$ cat config.mk
export PLATFORM = sky130hd
export DESIGN_NAME = xy_route_alloc
export DESIGN_NICKNAME = d
export VERILOG_FILES = /design/src/rtl/xy_route_alloc.sv
export SDC_FILE = /design/constraint.sdc
export NUM_CORES = 1
export LEC_CHECK = 0
export BUFFER_PORTS_ARGS = -buffer_cell sky130_fd_sc_hd__buf_2
export CORE_ASPECT_RATIO = 0.6
export CORE_MARGIN = 10
export CORE_UTILIZATION = 67
export CTS_CLUSTER_DIAMETER = 120
export DETAILED_ROUTE_END_ITERATION = 12
export PLACE_DENSITY = 0.88
export RECOVER_POWER = 100
export SLEW_MARGIN = 25
export SYNTH_ARGS = -nofsm -noshare
export SYNTH_HDL_FRONTEND = slang
export SYNTH_SLANG_ARGS = --single-unit
$ cat constraint.sdc
create_clock -name clk -period 9.2 [get_ports clk]
set_clock_uncertainty 0.05 [all_clocks]
set_input_delay 0.46 -clock clk [delete_from_list [all_inputs] [get_ports clk]]
set_output_delay 0.46 -clock clk [all_outputs]
set_load 0.02 [all_outputs]
$ cat src/rtl/xy_route_alloc.sv
// -----------------------------------------------------------------------------
// xy_route_alloc
//   Route-compute and output-allocation stage of one router in the 2x4 mesh
//   NoC. Each input's head flit is routed with dimension-ordered routing (XY or
//   YX), then every output runs its own round-robin arbiter over the inputs
//   that routed to it. A granted output stays locked to its owner until the
//   owner's tail flit leaves.
//
// Ports
//   clk, rst      clock, asynchronous active-high reset
//   my_x, my_y    this router's coordinates (static after reset)
//   in_head_vld   per input: head flit present, held until granted
//   in_dst        per input: destination {y,x}, input i at slice i
//   in_tail       per input: tail flit of the granted packet leaves this cycle
//   in_grant      per input: input owns its routed output
//   in_port       per input: registered route result (3-bit port code)
//   out_busy      per output: output locked
//   out_sel       per output: index of the owning input, 0 when free
//   dst_err       per input: one-cycle pulse, destination outside the mesh
//
// Port codes: 0 LOCAL, 1 X-decreasing, 2 X-increasing, 3 Y-decreasing,
//             4 Y-increasing.
// -----------------------------------------------------------------------------
module xy_route_alloc #(
  parameter int X_W        = 2,
  parameter int Y_W        = 1,
  parameter int MESH_X     = 4,
  parameter int MESH_Y     = 2,
  parameter int NUM_IN     = 5,
  parameter int ROUTE_MODE = 0
) (
  input  logic                        clk,
  input  logic                        rst,
  input  logic [X_W-1:0]              my_x,
  input  logic [Y_W-1:0]              my_y,
  input  logic [NUM_IN-1:0]           in_head_vld,
  input  logic [NUM_IN*(X_W+Y_W)-1:0] in_dst,
  input  logic [NUM_IN-1:0]           in_tail,
  output logic [NUM_IN-1:0]           in_grant,
  output logic [NUM_IN*3-1:0]         in_port,
  output logic [4:0]                  out_busy,
  output logic [14:0]                 out_sel,
  output logic [NUM_IN-1:0]           dst_err
);

  localparam int D_W     = X_W + Y_W;
  localparam int NUM_OUT = 5;
  localparam int IW      = (NUM_IN > 1) ? $clog2(NUM_IN) : 1;

  localparam logic [2:0] P_LOCAL = 3'd0;
  localparam logic [2:0] P_X1    = 3'd1;
  localparam logic [2:0] P_X2    = 3'd2;
  localparam logic [2:0] P_Y1    = 3'd3;
  localparam logic [2:0] P_Y2    = 3'd4;

  // Dimension-ordered route. The first dimension that differs decides the
  // direction; only when both match does the packet eject locally.
  function automatic logic [2:0] route_port(
    input logic [X_W-1:0] cx,
    input logic [Y_W-1:0] cy,
    input logic [X_W-1:0] dx,
    input logic [Y_W-1:0] dy
  );
    logic [2:0] xp;
    logic [2:0] yp;
    logic [2:0] res;
    xp = (cx < dx) ? P_X2 : P_X1;
    yp = (cy < dy) ? P_Y2 : P_Y1;
    if (ROUTE_MODE == 0) begin
      if (dx != cx)      res = xp;
      else if (dy != cy) res = yp;
      else               res = P_LOCAL;
    end else begin
      if (dy != cy)      res = yp;
      else if (dx != cx) res = xp;
      else               res = P_LOCAL;
    end
    return res;
  endfunction

  function automatic logic dst_outside(
    input logic [X_W-1:0] dx,
    input logic [Y_W-1:0] dy
  );
    return (int'(dx) >= MESH_X) || (int'(dy) >= MESH_Y);
  endfunction

  // Stage 1 state: route result per input
  logic [NUM_IN-1:0]  rc_vld_p1;
  logic [2:0]         port_p1 [NUM_IN];
  logic [NUM_IN-1:0]  err_p1;

  // Stage 2 state: grants, output locks, round-robin pointers
  logic [NUM_IN-1:0]  grant_p2;
  logic [NUM_OUT-1:0] busy_p2;
  logic [2:0]         sel_p2 [NUM_OUT];
  logic [IW-1:0]      ptr_p2 [NUM_OUT];

  // Next-state values
  logic [NUM_IN-1:0]  rc_vld_nx;
  logic [2:0]         port_nx [NUM_IN];
  logic [NUM_IN-1:0]  err_nx;
  logic [NUM_IN-1:0]  grant_nx;
  logic [NUM_OUT-1:0] busy_nx;
  logic [2:0]         sel_nx [NUM_OUT];
  logic [IW-1:0]      ptr_nx [NUM_OUT];

  // Working variables
  logic [X_W-1:0]     dx;
  logic [Y_W-1:0]     dy;
  logic               rel;
  logic [NUM_IN-1:0]  req;
  logic               found;
  logic [IW-1:0]      win;
  logic [IW-1:0]      cand;
  int                 pos;

  always_comb begin
    rc_vld_nx = rc_vld_p1;
    port_nx   = port_p1;
    err_nx    = '0;
    grant_nx  = grant_p2;
    busy_nx   = busy_p2;
    sel_nx    = sel_p2;
    ptr_nx    = ptr_p2;
    dx        = '0;
    dy        = '0;
    rel       = 1'b0;
    req       = '0;
    found     = 1'b0;
    win       = '0;
    cand      = '0;
    pos       = 0;

    // ---- stage 1: route compute / release ----
    for (int i = 0; i < NUM_IN; i++) begin
      dx  = in_dst[i*D_W +: X_W];
      dy  = in_dst[i*D_W+X_W +: Y_W];
      rel = in_tail[i] & grant_p2[i];
      if (rel) begin
        // Release wins over a same-cycle head; that head is routed next edge.
        rc_vld_nx[i]          = 1'b0;
        grant_nx[i]           = 1'b0;
        busy_nx[port_p1[i]]   = 1'b0;
        sel_nx[port_p1[i]]    = 3'd0;
      end else if (!grant_p2[i]) begin
        if (!in_head_vld[i]) begin
          rc_vld_nx[i] = 1'b0;
        end else if (!rc_vld_p1[i]) begin
          // Route is held while waiting, so only compute on a fresh head.
          if (dst_outside(dx, dy)) begin
            port_nx[i] = P_LOCAL;
            err_nx[i]  = 1'b1;
          end else begin
            port_nx[i]   = route_port(my_x, my_y, dx, dy);
            rc_vld_nx[i] = 1'b1;
          end
        end
      end
    end

    // ---- stage 2: per-output round-robin allocation ----
    for (int o = 0; o < NUM_OUT; o++) begin
      for (int i = 0; i < NUM_IN; i++) begin
        req[i] = rc_vld_p1[i] & in_head_vld[i] & ~grant_p2[i] &
                 (port_p1[i] == 3'(o));
      end
      found = 1'b0;
      win   = '0;
      for (int k = 0; k < NUM_IN; k++) begin
        pos = int'(ptr_p2[o]) + k;
        if (pos >= NUM_IN) pos = pos - NUM_IN;
        cand = IW'(pos);
        if (!found && req[cand]) begin
          found = 1'b1;
          win   = cand;
        end
      end
      // A just-released output is still busy this cycle, giving one idle cycle.
      if (!busy_p2[o] && found) begin
        grant_nx[win] = 1'b1;
        busy_nx[o]    = 1'b1;
        sel_nx[o]     = 3'(win);
        ptr_nx[o]     = (int'(win) + 1 >= NUM_IN) ? '0 : IW'(int'(win) + 1);
      end
    end
  end

  always_ff @(posedge clk or posedge rst) begin
    if (rst) begin
      rc_vld_p1 <= '0;
      err_p1    <= '0;
      grant_p2  <= '0;
      busy_p2   <= '0;
      for (int i = 0; i < NUM_IN; i++) port_p1[i] <= P_LOCAL;
      for (int o = 0; o < NUM_OUT; o++) begin
        sel_p2[o] <= 3'd0;
        ptr_p2[o] <= '0;
      end
    end else begin
      rc_vld_p1 <= rc_vld_nx;
      err_p1    <= err_nx;
      grant_p2  <= grant_nx;
      busy_p2   <= busy_nx;
      port_p1   <= port_nx;
      sel_p2    <= sel_nx;
      ptr_p2    <= ptr_nx;
    end
  end

  always_comb begin
    in_port = '0;
    out_sel = '0;
    for (int i = 0; i < NUM_IN; i++) in_port[i*3 +: 3] = port_p1[i];
    for (int o = 0; o < NUM_OUT; o++) out_sel[o*3 +: 3] = sel_p2[o];
  end

  assign in_grant = grant_p2;
  assign out_busy = busy_p2;
  assign dst_err  = err_p1;

endmodule
==> results of run 1 <==
==> cells in the final DEF (no fill, tap or decap), drive strengths merged, types with 42 or more instances in the layout <==
master,instances
a21oi,55
clkbuf,50
dfrtp,60
ha,60
inv,77
mux2i,42
nand2,109
nand3,42
nor2,82
o21ai,49
==> registers in the layout, summed over array words and instances (netlist names) <==
| name | count |
|---|---|
| in_grant | 5 |
| in_port | 15 |
| out_busy | 5 |
| out_sel | 15 |
| ptr_p2 | 15 |
| rc_vld_p1 | 5 |
==> power groups by stage <==
| stage | registers [mW] | clock network (mW) | logic, mW |
|---|---|---|---|
| CTS | 0.598 | 0.362 | 2.79 |
| detailed placement | 0.599 | 0 | 2.77 |
| global route | 0.628 | 0.373 | 3.11 |
| finish | 0.615 | 0.363 | 2.85 |
| global placement | 0.596 | 0 | 2.70 |
| floorplan | 0.521 | 0 | 2.19 |
==> final timing paths <==
path | end | slack [ns] | from | cells past startpoint
setup / recovery | in_grant[0]$_DFF_PP0_ | 3.92 | ptr_p2[6]$_DFFE_PP0P_ | 12
hold / removal | rc_vld_p1[3]$_DFFE_PP0N_ | 0.35 | in_tail[3] | 2
setup reg to reg | in_grant[0]$_DFF_PP0_ | 3.92 | ptr_p2[6]$_DFFE_PP0P_ | 12
hold reg to reg | out_sel[1]$_DFF_PP0_ | 0.44 | out_sel[1]$_DFF_PP0_ | 1
max in group asynchronous | ptr_p2[3]$_DFFE_PP0P_ | 5.88 | rst | 3
min in group asynchronous | out_sel[10]$_DFF_PP0_ | 1.33 | rst | 3
==> area by class of cell <==
cell class                      instances  share of cell area, %
Clock inverter                          7                 0.9951
Multi-Input combinational cell        945                  71.26
Clock buffer                            9                  2.454
Timing Repair Buffer                   73                  3.503
Sequential cell                        60                  16.36
Antenna cell                            1                0.02726
Inverter                               77                  3.149
Tap cell                              165                  2.249
==> cells by family (layout without fill, tap and decap cells) <==
logic type / Yosys count / after routing
adders and majority gates: 65 / 65
and+or+nand+nor: 480 / 480
DFF: 60 / 60
AOI/OAI and AO/OA: 322 / 322
muxes: 53 / 53
buffers and inverters: 122 / 166
other: 1 / 6
xor gates and xnor gates: 20 / 20
==> metal layers <==
metal,part of all wire [%],wire [um]
met5,0,0
met4,2.2,604
met1,43,12060
met2,39,10840
met3,16,4562
==> critical path, cell delays in order, from the launching register on <==
cell and delay (ns):
sky130_fd_sc_hd__dfrtp_1 0.88, sky130_fd_sc_hd__inv_1 0.45, sky130_fd_sc_hd__ha_1 0.66, sky130_fd_sc_hd__nor2b_1 0.24, sky130_fd_sc_hd__a41oi_1 0.30, sky130_fd_sc_hd__o311ai_0 0.26, sky130_fd_sc_hd__o31ai_1 0.74, sky130_fd_sc_hd__a311o_1 0.30
sky130_fd_sc_hd__nor3_1 0.12, sky130_fd_sc_hd__a21oi_1 0.54, sky130_fd_sc_hd__nand2_1 0.20, sky130_fd_sc_hd__or3_1 0.40, sky130_fd_sc_hd__nand4_1 0.08
==> results.txt, run 1 <==
- The run finished, with violations left.
* Failing checks: capacitance limit, slew limit
- In this run, post-CTS repair resized a total of 0 instances.
- The initial utilization of the core area, before any placement, comes to 69.77%.
- Post-layout min period: between 5 and 6 ns
- VDD IR-drop max: around 0.37 mV
- Synth Area in Compound Gates: roughly 27%
- Post-synth top cells: sky130_fd_sc_hd__nand2_1, sky130_fd_sc_hd__nor2_1, sky130_fd_sc_hd__inv_1
- Clock latency on the worst-skew pair: approximately 0.34 ns
- Via count of the first global-routing pass: roughly 8500
- Global routing usage on met2: about two fifths
* Part of the total power dissipated in sequential elements: 16.1%
* DIE AREA: 0.01788 mm2
- Synthesis inferred 60 register bits.
- Total of buffers placed on input and output ports: approximately 70
* Mux contribution to synthesized area: approximately 6.6%
- Total Nets Final: about 1300
- Multi-input gate area in the final layout: between 0.006 and 0.007 mm2
* Pins Over Slew Limit: 61
- Synth top area share: 17.50%
* Final core occ: between 70 and 80%
- Across all hold checks on the routed design, the worst slack comes to 0.3463 ns.
- The floorplan has 31 rows.
- Yosys mapped the design onto just over 100 distinct sky130hd cell types.
* Yosys synthesis warning count: 0
- Largest fanout on the critical path: 25
- Static leakage: 4.050 nW
* Clock-pin slew on the worst setup and hold paths: roughly 0.060 ns
- Pin slew with the least headroom to its limit: about 3.3 ns
- Entering global routing, the biggest net connects 61 pins.
- In this run the mean area of a mapped cell was between 7 and 8 um2.
- Wire length after detailed routing: between 20000 and 30000 um
- Met3 Resource Use GR: about an eighth
* Count of final setup violators: 0
* Gate power share: 74.5%
- Measured along the y axis, the die boundary spans 107.6 um.
* Final setup margin: 3.917 ns
- The hold violation total from the final report came to 0.
* Clock buffer count from CTS: 9
- Number of I/O pins: 75
- Pwr/cell area: around 420 mW/mm2
* Drt wl/cell: roughly 21 um
* Post-layout total power: 3.831 mW
* Detailed Route Iter0 Violations: around 1300
- Area overhead of the layout relative to synthesis: 7.001%
* Adder and majority gate portion of the synthesized area: under 10%
- For this run, global-route usage on met1 was measured as 42.03%.
* Xor-xnor portion of the synthesized cell area: 2.042%
- In the synthesized netlist the async set-or-reset flop fraction comes to between 90% and 100%.
* Period Utilization, post-route: 57.42%
- Category of the worst setup path capture point: flop
- Cells with a size suffix above 1 make up ~7.3% of the layout.
* Antenna-violating nets left: 0
- Total internal power: approximately 1.6 mW
- With fillers left out, the area of the finished cells amounts to between 0.009 and 0.01 mm2.
- Switching Share: a little under three fifths
- Worst setup path class: flop to flop
- Power share of the clock group: 9.5%
* Filler cells: between 900 and 1000
- The H-tree was split into 3 levels.
* Initial DRT Pass Iterations: 6
- Critical path data required time: 9.42 ns
* Hold Buf Count CTS: 0
* Sequential fraction of the synthesis area: 17.50%
- Antenna violations before repair: 1
- Summing all flip-flop and latch instances after layout gives between 0.0015 and 0.002 mm2.
- Die boundary width: about 170 um
- The synthesized netlist devotes 30.66% of its cell area to simple gates.
- Once placement completed, the tool counted placed cells totaling between 1000 and 1500.
- In this run the deepest clock path goes through 2 buffers.
- Main combinational cell family by area after synthesis: simple AND/OR/NAND/NOR gates
- After global routing the overflow that remains totals 0.
- Area post-placement: approximately 0.0090 mm2
- Worst hold-check path type: input port to flop
* Cell area after synthesis: ~0.0086 mm2
- In this run the post-CTS setup repair buffer count came out at 0.
- Critical path startpoint category: flop
* Number of vias in the routed layout: approximately 9400
- Total net switching power: 2.192 mW
- Place WS: between 4 and 5 ns
- Global routing used about 30% of the available tracks.
* Clock root buffer master: sky130_fd_sc_hd__clkbuf_16
- After global routing, the most crowded layer is met1.
- Core box area: about 0.012 mm2
- The first global-routing pass estimated ~45000 um of wire.
- Number of synthesized flops with an enable pin: 0
* Instance count of the mapped netlist: ~1100
- Number of non-filler instances in the completed layout: between 1000 and 1500
* Cell with the most instances after synthesis: sky130_fd_sc_hd__nand2_1
* Maximum clock rate: roughly 190 MHz
* Leading cell types by total area after synthesis: sky130_fd_sc_hd__dfrtp_1, sky130_fd_sc_hd__ha_1, sky130_fd_sc_hd__mux2i_1
- After detailed routing, the number of remaining DRC violations is 0.
* Clock tree from TritonCTS: done
- After detailed routing, the number of vias per cell comes to ~7.0.
* Maximum Capacitance Violations: 1
- Last weighted congestion value of the routability-driven placer: between 1 and 1.5
- Detailed placement finished with a half-perimeter wire length of 21800 um.
- Headroom to the max-slew limit came out at -121.4%.
- Setup repair after global routing left no endpoint under its margin.
* Final TNS setup: 0 ns
- Clock sinks: 60
* Yosys top cell by area: sky130_fd_sc_hd__dfrtp_1
- Most used flip-flop cell after synthesis: sky130_fd_sc_hd__dfrtp_1
- Data on the critical path arrives at its endpoint at ~5.5 ns.
Note: power is estimated with default switching activity, not from simulation.
==> run 2, diff against run 1 <==
CORE_UTILIZATION = 56   (was 67)
PLACE_DENSITY = 0.79   (was 0.88)
clock period = 4.5 ns   (was 9.2 ns; I/O delays follow)
==> results.txt, run 2 (synthesized netlist as in run 1, its figures left out) <==
* Count of final setup violators: 0
- In this run the critical register-to-register path is captured at in_grant[3]$_DFF_PP0_.
- In the routed design, unresolved DRC markers number 0.
- Failing checks: capacitance limit, slew limit
- Standard-cell row count: 34
* Final core occ: ~65%
- Clock sinks: 60
- Total of buffers placed on input and output ports: slightly below 70
- For the worst setup path, the data required time is 4.66 ns.
* Number of vias in the routed layout: between 9000 and 10000
- Maximum buffer depth of the clock tree: 2
- Counting the fill cells in the layout gives 1271.
* Post-layout min period: 4.242 ns
* Antenna violations before repair: 2
- For this block, the initial DRC count from the detailed router was between 1000 and 1500.
- Via count of the first global-routing pass: between 8000 and 9000
- Hold_sp: in_tail[3]
- Last weighted congestion value of the routability-driven placer: 1.072
- By startpoint and endpoint, the worst setup path is classified as flop to flop.
- Initial DRT Pass Iterations: 6
* Flop-to-flop setup slack: about 0.26 ns
- Clock tree synthesis inserted a total of 9 buffers.
* Clock latency on the worst-skew pair: ~0.34 ns
- Critical Path AT: about 4.4 ns
* Register-to-Register Path Depth: 13
- Including well taps, the total number of placed cells is 1385.
* Largest fanout on the critical path: 7
* Total global-route track usage: ~27%
- Delay of the slowest cell on the worst path: a little over 0.5 ns
- TritonCTS built the clock tree.
- Final hold violations: 0
- In this run the remaining antenna-violating nets after routing total 0.
- Buffers added to address setup during post-CTS repair amount to 0.
* Detailed placement HPWL: between 20000 and 25000 um
- In this run the standard cell core region covers about 0.015 mm2.
- Pwr/cell area: 874.3 mW/mm2
- Period Utilization, post-route: between 90% and 100%
- The startpoint identified for the worst register-to-register timing path is ptr_p2[13]$_DFFE_PP0N_.
- The worst setup path is captured at a flop.
* Maximum clock rate: between 200 and 250 MHz
- Run status: finished with violations
- GRT Residual Overflow: 0
- For the pin with the worst max-slew slack, the measured transition is 3.382 ns.
- The H-tree generated during clock tree synthesis spans 3 levels.
- The slowest stage of the critical path belongs to the cell sky130_fd_sc_hd__dfrtp_1.
- For this design the top-level I/O count stands at 75.
- VDD IR-drop max: ~0.55 mV
- Number of non-filler instances in the completed layout: around 1400
- In the final timing run, aggregate negative setup slack is 0 ns.
- Die boundary width: 179.8 um
- Floorplan die height: about 120 um
- Pins Over Slew Limit: just over 60
* Worst hold-check path type: input port to flop
- The cell sitting at the root of the clock tree is a sky130_fd_sc_hd__clkbuf_16.
- Leading cell type in the layout, fill and taps excluded: sky130_fd_sc_hd__nand2_1
- Pin count of the biggest net entering global routing: 61
* Wire length after detailed routing: approximately 30000 um
* DIE AREA: roughly 0.021 mm2
* Critical path startpoint category: flop
* Drt via density: 6.830
- After clock tree synthesis, the clock-pin slew on the worst setup and hold paths is about 0.050 ns.
* Fraction of layout cells with a size suffix above 1: about a tenth
- Setup repair after global routing left no endpoint under its margin.
- The first global-routing pass estimated 47070 um of wire.
* Static leakage: about 4.2 nW
- The library cells used most frequently in the layout, excluding fill and tap cells, are sky130_fd_sc_hd__nand2_1, sky130_fd_sc_hd__nor2_1, sky130_fd_sc_hd__inv_1.
- Worst max-slew margin expressed relative to the limit: -125.5%
- Area overhead of the layout relative to synthesis: 11.00%
- Counting instances, the worst hold path has a depth of 2.
* Ordered list of cells on the worst path: ha_1 -> inv_1 -> fa_1 -> a21oi_2 -> xnor2_1 -> mux2i_1 -> o221ai_2 -> nand2b_1 -> or4b_1 -> o211ai_2 -> inv_1 -> a222oi_1 -> or4b_1
- Drt wl/cell: 21.19 um
* Total Nets Final: 1293
- Across the run, the number of max-cap violations was 1.
- Starting density of the core: 58.11%
- End point of the most critical hold path: rc_vld_p1[3]$_DFFE_PP0N_
run 2: what timing repair did:
| item | CTS | global route |
|---|---|---|
| gates resized for setup | 0 | 3 |
| hold buffers | 0 | 0 |
| hold endpoints to repair | 0 | 0 |
| setup endpoints to repair | 0 | 3 |
run 2: how the worst max path moves through the flow:
stage                                       from                     to  slack [ns]  depth (start not counted)
final                     ptr_p2[13]$_DFFE_PP0N_  in_grant[3]$_DFF_PP0_        0.26                         13
after global placement    ptr_p2[14]$_DFFE_PP0N_  in_grant[3]$_DFF_PP0_        0.31                         12
after global routing       ptr_p2[4]$_DFFE_PP0P_  in_grant[3]$_DFF_PP0_        0.01                         13
after CTS                 ptr_p2[14]$_DFFE_PP0N_  in_grant[3]$_DFF_PP0_        0.17                         12
after floorplan            ptr_p2[3]$_DFFE_PP0P_  ptr_p2[3]$_DFFE_PP0P_        0.53                         18
after detailed placement  ptr_p2[14]$_DFFE_PP0N_  in_grant[3]$_DFF_PP0_        0.18                         12
run 2: power by group:
group	internal [mW]	switching [mW]	total, mW
logic	2.37	4.07	6.44
registers	0.737	0.323	1.06
clock network	0.556	0.268	0.824
total	3.66	4.67	8.32
run 2: routing by layer:
layer  up-vias  global-route usage, %  wire length (um)
met5         -                      0                11
met4         2                  6.089               594
met3        72                  9.060              4601
met2       716                  37.11             11420
met1      4437                  39.67             13070
li1       4349                      -                 -
run 2: final cells by class:
type / count / area, um2 / share of cell area, %
Multi-Input combinational cell: 945 / 6588 / 69.19
Sequential cell: 60 / 1503 / 15.78
Timing Repair Buffer: 105 / 541.8 / 5.690
Inverter: 77 / 289.0 / 3.035
Tap cell: 198 / 247.7 / 2.602
Clock buffer: 10 / 239.0 / 2.510
Clock inverter: 6 / 111.4 / 1.170
Antenna cell: 1 / 2.502 / 0.02628
run 2: stage by stage:
stage / worst slack (ns) / hold slack, ns / power, mW / instance area, um2
3_3_place_gp: 0.3145 / 0.4100 / 7.129 / 9240
4_1_cts: 0.1710 / 0.09316 / 8.132 / 9590
3_5_place_dp: 0.1791 / 0.4221 / 7.243 / 9240
6_report: 0.2585 / 0.1277 / 8.325 / 9522
5_1_grt: 0.01020 / 0.1566 / 8.909 / 9519
2_1_floorplan: 0.5293 / 0.2823 / 5.548 / 8593
run 2: worst max-delay path, delay by kind of cell (launching register included):
family | cells | cell delay (ns)
compound gates | 4 | 0.90
simple gates | 3 | 1.19
xor+xnor | 1 | 0.33
flops | 1 | 0.51
mux | 1 | 0.33
buf+inv | 2 | 0.19
fa+ha+maj | 2 | 0.62
